<file path="src/rtl/pipe_pkg.sv">
// pipe_pkg: shared pipeline word width, NOP encoding, default reset PC and fetch FSM states
package pipe_pkg;
   localparam int WORD_W = 32;
   localparam logic [WORD_W-1:0] NOP_INSTR = 32'h0;
   localparam logic [WORD_W-1:0] DEF_RESET_PC = 32'h0;
   typedef enum logic {FS_RUN, FS_HALT} fetch_state_e;
endpackage

</file>
<file path="src/rtl/fetch_stage_if.sv">
// fetch_stage_if: hazard/redirect controls, instruction-memory port and IF/ID outputs of the fetch stage
interface fetch_stage_if;
   logic Stall;
   logic Flush;
   logic BranchTaken;
   logic [pipe_pkg::WORD_W-1:0] BranchTarget;
   logic Jump;
   logic [pipe_pkg::WORD_W-1:0] JumpTarget;
   logic [pipe_pkg::WORD_W-1:0] ImemAddr;
   logic [pipe_pkg::WORD_W-1:0] ImemData;
   logic [pipe_pkg::WORD_W-1:0] IFID_Instr;
   logic [pipe_pkg::WORD_W-1:0] IFID_PCPlus4;
   logic IFID_Valid;
   logic Halted;
   logic [pipe_pkg::WORD_W-1:0] StallCount;
   modport master (
      input Stall, Flush, BranchTaken, BranchTarget, Jump, JumpTarget, ImemData,
      output ImemAddr, IFID_Instr, IFID_PCPlus4, IFID_Valid, Halted, StallCount
   );
   modport slave (
      output Stall, Flush, BranchTaken, BranchTarget, Jump, JumpTarget, ImemData,
      input ImemAddr, IFID_Instr, IFID_PCPlus4, IFID_Valid, Halted, StallCount
   );
endinterface

</file>
<file path="src/rtl/fetch_stage_pc_reg.sv">
// pc_reg: program-counter flop with synchronous reset to RESET_PC, load or hold
module pc_reg
   import pipe_pkg::*;
#(
   parameter logic [WORD_W-1:0] RESET_PC = DEF_RESET_PC
) (
   input logic clk,
   input logic rst,
   input logic load,
   input logic [WORD_W-1:0] d,
   output logic [WORD_W-1:0] q
);
   always_ff @(posedge clk) begin
      if (rst) q <= RESET_PC;
      else if (load) q <= d;
   end
endmodule

</file>
<file path="src/rtl/fetch_stage.sv">
// fetch_stage: PC, instruction fetch and IF/ID register with a RUN/HALT fetch FSM.
// Define FETCH_STALL_COUNT_EN to enable the saturating stall-cycle counter on StallCount.
module fetch_stage
   import pipe_pkg::*;
#(
   parameter logic [WORD_W-1:0] RESET_PC = DEF_RESET_PC,
   parameter logic [WORD_W-1:0] HALT_WORD = 32'hFFFF_FFFF
) (
   input logic Clk,
   input logic Rst,
   fetch_stage_if.master bus
);
   fetch_state_e state, state_nxt;
   logic [WORD_W-1:0] pc, pc_plus4, pc_nxt, target, ifid_instr, ifid_pcplus4;
   logic run, redirect, advance, bubble, pc_load, ifid_valid;
   always_comb begin
      run = state == FS_RUN;
      redirect = bus.Jump | bus.BranchTaken;
      target = bus.Jump ? bus.JumpTarget : bus.BranchTarget;
      pc_plus4 = pc + 32'd4;
      pc_nxt = redirect ? target & ~32'h3 : pc_plus4;
      pc_load = redirect | (run & ~bus.Stall);
      advance = run & ~redirect & ~bus.Stall & ~bus.Flush;
      bubble = redirect | (run & bus.Flush);
      state_nxt = redirect ? FS_RUN : (advance && bus.ImemData == HALT_WORD) ? FS_HALT : state;
   end
   always_ff @(posedge Clk) begin
      state <= Rst ? FS_RUN : state_nxt;
   end
   pc_reg #(.RESET_PC(RESET_PC)) u_pc (
      .clk(Clk),
      .rst(Rst),
      .load(pc_load),
      .d(pc_nxt),
      .q(pc)
   );
   // In HALT the halt word stays visible but is demoted to a bubble after its first cycle.
   always_ff @(posedge Clk) begin
      if (Rst) begin
         ifid_instr <= NOP_INSTR;
         ifid_pcplus4 <= '0;
         ifid_valid <= 1'b0;
      end else if (advance) begin
         ifid_instr <= bus.ImemData;
         ifid_pcplus4 <= pc_plus4;
         ifid_valid <= 1'b1;
      end else if (bubble) begin
         ifid_instr <= NOP_INSTR;
         ifid_valid <= 1'b0;
      end else if (!run) begin
         ifid_valid <= 1'b0;
      end
   end
`ifdef FETCH_STALL_COUNT_EN
   logic [WORD_W-1:0] stall_count;
   always_ff @(posedge Clk) begin
      if (Rst) stall_count <= '0;
      else if (run && bus.Stall && !redirect && !(&stall_count)) stall_count <= stall_count + 32'd1;
   end
   assign bus.StallCount = stall_count;
`else
   assign bus.StallCount = '0;
`endif
   assign bus.ImemAddr = pc;
   assign bus.IFID_Instr = ifid_instr;
   assign bus.IFID_PCPlus4 = ifid_pcplus4;
   assign bus.IFID_Valid = ifid_valid;
   assign bus.Halted = state == FS_HALT;
endmodule

</file>
<file path="src/flat_wrapper.sv">
// flat-port wrapper written by rule: the top's interface ports become plain ports
module fetch_stage_flat import pipe_pkg::*;
#(
   parameter logic [WORD_W-1:0] RESET_PC = DEF_RESET_PC,
   parameter logic [WORD_W-1:0] HALT_WORD = 32'hFFFF_FFFF
)
  (Clk, Rst, bus_Stall, bus_Flush, bus_BranchTaken, bus_BranchTarget, bus_Jump, bus_JumpTarget, bus_ImemData, bus_ImemAddr, bus_IFID_Instr, bus_IFID_PCPlus4, bus_IFID_Valid, bus_Halted, bus_StallCount);
  fetch_stage_if bus_i ();
  input logic Clk;
  input logic Rst;
  input wire logic [$bits(bus_i.Stall)-1:0] bus_Stall;
  input wire logic [$bits(bus_i.Flush)-1:0] bus_Flush;
  input wire logic [$bits(bus_i.BranchTaken)-1:0] bus_BranchTaken;
  input wire logic [$bits(bus_i.BranchTarget)-1:0] bus_BranchTarget;
  input wire logic [$bits(bus_i.Jump)-1:0] bus_Jump;
  input wire logic [$bits(bus_i.JumpTarget)-1:0] bus_JumpTarget;
  input wire logic [$bits(bus_i.ImemData)-1:0] bus_ImemData;
  output wire logic [$bits(bus_i.ImemAddr)-1:0] bus_ImemAddr;
  output wire logic [$bits(bus_i.IFID_Instr)-1:0] bus_IFID_Instr;
  output wire logic [$bits(bus_i.IFID_PCPlus4)-1:0] bus_IFID_PCPlus4;
  output wire logic [$bits(bus_i.IFID_Valid)-1:0] bus_IFID_Valid;
  output wire logic [$bits(bus_i.Halted)-1:0] bus_Halted;
  output wire logic [$bits(bus_i.StallCount)-1:0] bus_StallCount;
  assign bus_i.Stall = bus_Stall;
  assign bus_i.Flush = bus_Flush;
  assign bus_i.BranchTaken = bus_BranchTaken;
  assign bus_i.BranchTarget = bus_BranchTarget;
  assign bus_i.Jump = bus_Jump;
  assign bus_i.JumpTarget = bus_JumpTarget;
  assign bus_i.ImemData = bus_ImemData;
  assign bus_ImemAddr = bus_i.ImemAddr;
  assign bus_IFID_Instr = bus_i.IFID_Instr;
  assign bus_IFID_PCPlus4 = bus_i.IFID_PCPlus4;
  assign bus_IFID_Valid = bus_i.IFID_Valid;
  assign bus_Halted = bus_i.Halted;
  assign bus_StallCount = bus_i.StallCount;
  fetch_stage #(.RESET_PC(RESET_PC), .HALT_WORD(HALT_WORD)) u_core (.Clk(Clk), .Rst(Rst), .bus(bus_i));
endmodule
</file>
<file path="config.mk">
export PLATFORM = sky130hd
export DESIGN_NAME = fetch_stage_flat
export DESIGN_NICKNAME = d
export VERILOG_FILES = /design/src/rtl/pipe_pkg.sv /design/src/rtl/fetch_stage_if.sv /design/src/rtl/fetch_stage_pc_reg.sv /design/src/rtl/fetch_stage.sv /design/src/flat_wrapper.sv
export SDC_FILE = /design/constraint.sdc
export NUM_CORES = 1
export LEC_CHECK = 0
export BUFFER_PORTS_ARGS = -buffer_cell sky130_fd_sc_hd__buf_2
export CAP_MARGIN = 20
export CORE_MARGIN = 5
export CORE_UTILIZATION = 45
export DETAILED_ROUTE_END_ITERATION = 6
export PLACE_DENSITY = 0.88
export SLEW_MARGIN = 20
export SYNTH_ARGS = -nofsm -noshare
export SYNTH_HDL_FRONTEND = slang
export SYNTH_SLANG_ARGS = --single-unit
</file>
<file path="constraint.sdc">
create_clock -name Clk -period 2.25 [get_ports Clk]
set_input_delay 0.225 -clock Clk [delete_from_list [all_inputs] [get_ports Clk]]
set_output_delay 0.225 -clock Clk [all_outputs]
set_load 0.01 [all_outputs]
</file>
==> impl_results.md <==
- Fin crit share: 91.9%
- PwrDens: 563 mW/mm^2
- Chip width: 115 um
- Worst slack at placement: 0.199 ns
- Area growth from synthesis to layout: 23.7%
- Hold buffers post-CTS: 0
- GRT Util Overall: 21.1%
- CTS sink count: 94
- Critical Path Source Type: flip-flop
- CP required: 2.52 ns
- Detailed Route WL: 14900 um
- Max_slew headroom: 55.4%
- Syn_area_per_cell: 8.56 um^2
- Die ar.: 0.0133 mm^2
- DRC violations left: 0
- Nets: 863
- Initial antenna violation count: 0
- Setup Crit Path Kind: flip-flop to flip-flop
- Detail Placement HPWL: 11100 um
- Port bufs: 191
- Placement Cell Area: 0.00600 mm^2
- Worst Setup End Kind: flip-flop
- Fmax: 483 MHz
- Post-CTS setup buffers: 0
- Layout cell share with drive strength beyond 1: 33.2%
- Post-synthesis sequential area ratio: 37.6%
- Largest net degree at the start of global routing: 95
- Final Hold Fails: 0
- Pleak: 2.66 nW
- IO Pins: 232
- 1st-iter DRT viols: 355
- Vias/cell: 5.47
- Max-slew violation count: 0
- First-pass GRT wire length: 22600 um
- WL/cell: 16.5 um
- Arr. time, crit path: 2.34 ns
- Synth Flop Type: dfxtp_1
- Mapped Area: 0.00500 mm^2
- Critical Path Start: u_core.u_pc.q[3]
- Clock Tree Buf Depth: 2
- Hold Path Class: input port to flip-flop
- Vias in the first global route: 4526
- Layout Skew: 0.0165 ns
- Via count: 4950
- Row Count: 38
- Initial cell density of the core: 45.9%
- Setup Viol. Count Final: 0
- CTS tree: done
- Diode count: 0
- Distinct cells, synth: 61
- Register area: 0.00188 mm^2
- Ys async rst share: 0%
- Crit path max fanout: 8
- Min cycle time layout: 2.07 ns
- Core Area: 0.0109 mm^2
- Mapped Cells: 584
- Fill cells: 981
- Clock root buffer: clkbuf_8
- Status: completed
- Antenna Nets Post-Route: 0
- Worst r2r src: u_core.u_pc.q[3]
- CTS buffer count: 9
- Post-synth EDFFs: 0
- Post-synthesis register bit count: 94
- H-tree levels: 3
- Area of the multi-input gates: 0.00273 mm^2
- Setup TNS: 0 ns
- Post-route setup slack: 0.181 ns
- Finished Cell Area: 0.00619 mm^2
- TritonRoute pass-1 iters: 6
- Most frequent cells in the layout: buf_2 (190), dfxtp_1 (94), nor2_1 (85)
- VDD IR max: 0.346 mV
- Synth warn: 0
- Clock Latency Late Sink: 0.36 ns
- Max_cap viols: 0
- Commonest non-fill, non-tap cell in the layout: buf_2
- Resize count post-CTS: 0
- Worst Min Path Start: bus_JumpTarget[3]
- Worst-Margin Slew: 0.669 ns
- Grt total ovfl: 0
- RSZ-0062 raised after global routing: false
- Die H: 115 um
- Reg clk slew, reported paths: 0.10 ns
- RePlAce Congestion: 0.850
-- critical path, cell delays in order, from the launching register on --
cell	delay (ns)
dfxtp_1	0.42
ha_1	0.28
and3_1	0.40
nand2_2	0.20
nor4_4	0.35
o21ai_0	0.11
a211oi_1	0.22
-- Yosys cell counts (5+ instances only) --
cell	count	area, um^2
dfxtp_1	94	1880
nor2_1	85	319
a22oi_1	48	360
buf_4	39	293
a211oi_1	32	240
xnor2_1	28	245
nand2_1	24	90.1
buf_2	22	110
clkbuf_1	22	82.6
nor3_1	20	100
nand4_1	17	106
nand3_1	16	80.1
a21oi_1	14	70.1
xor2_1	13	114
o22ai_1	11	68.8
o21ai_0	9	45.0
mux2i_1	6	60.1
nor2b_1	6	37.5
and4_1	5	43.8
nor4_1	5	31.3
-- kinds of logic after synthesis --
| logic type | share of synthesized area, % |
|---|---|
| AOI/OAI and AO/OA | 20.9 |
| xor gates and xnor gates | 7.18 |
| adders and majority gates | 0.250 |
| buffers and inverters | 10.7 |
| DFF | 37.6 |
| muxes | 1.20 |
| other | 0.0750 |
| and+or+nand+nor | 22.1 |
-- metrics by stage --
step	instances	hold WS [ns]	utilization (%)	total power, mW
after floorplan	619	0.369	-	2.20
after CTS	905	0.0882	56.8	3.50
after global placement	889	0.464	55.1	2.40
after detailed placement	889	0.464	55.1	2.41
after global routing	905	0.0977	56.8	3.64
final	905	0.102	56.8	3.48
-- metal layers --
layer	vias up	share of wire, %	global-route usage [%]
li1	2394	-	-
met1	2340	43	27.6
met2	193	48	35.3
met3	23	6.8	4.02
met4	0	1.9	6.65
met5	-	0	0
-- sequential cells by signal, indices dropped and copies added, names as in the netlist --
register,cells
u_core.bus.IFID_Valid,1
u_core.bus.IFID_PCPlus4,30
u_core.bus.IFID_Instr,32
u_core.u_pc.q,30
u_core.bus.Halted,1
-- report_power, final --
part	total (mW)	switching [mW]	internal, mW
Sequential	1.79	0.0672	1.72
Clock	1.10	0.653	0.451
Combinational	0.585	0.331	0.254
-- layout make-up --
class                      instances  share of cell area, %
multi-input combinational        433                   44.1
sequential                        94                   30.4
timing repair buffer             218                   19.4
tap                              140                   2.83
clock buffer                      10                   2.22
clock inverter                     6                  0.849
inverter                           4                  0.243
-- final timing paths --
| check | end | slack [ns] | cells past startpoint |
|---|---|---|---|
| max | u_core.u_pc.q[22] | 0.18 | 6 |
| min | u_core.u_pc.q[3] | 0.10 | 3 |
| max reg2reg | u_core.u_pc.q[22] | 0.18 | 6 |
| min reg2reg | u_core.bus.IFID_PCPlus4[6] | 0.50 | 2 |
(Power assumes the default switching activity.)
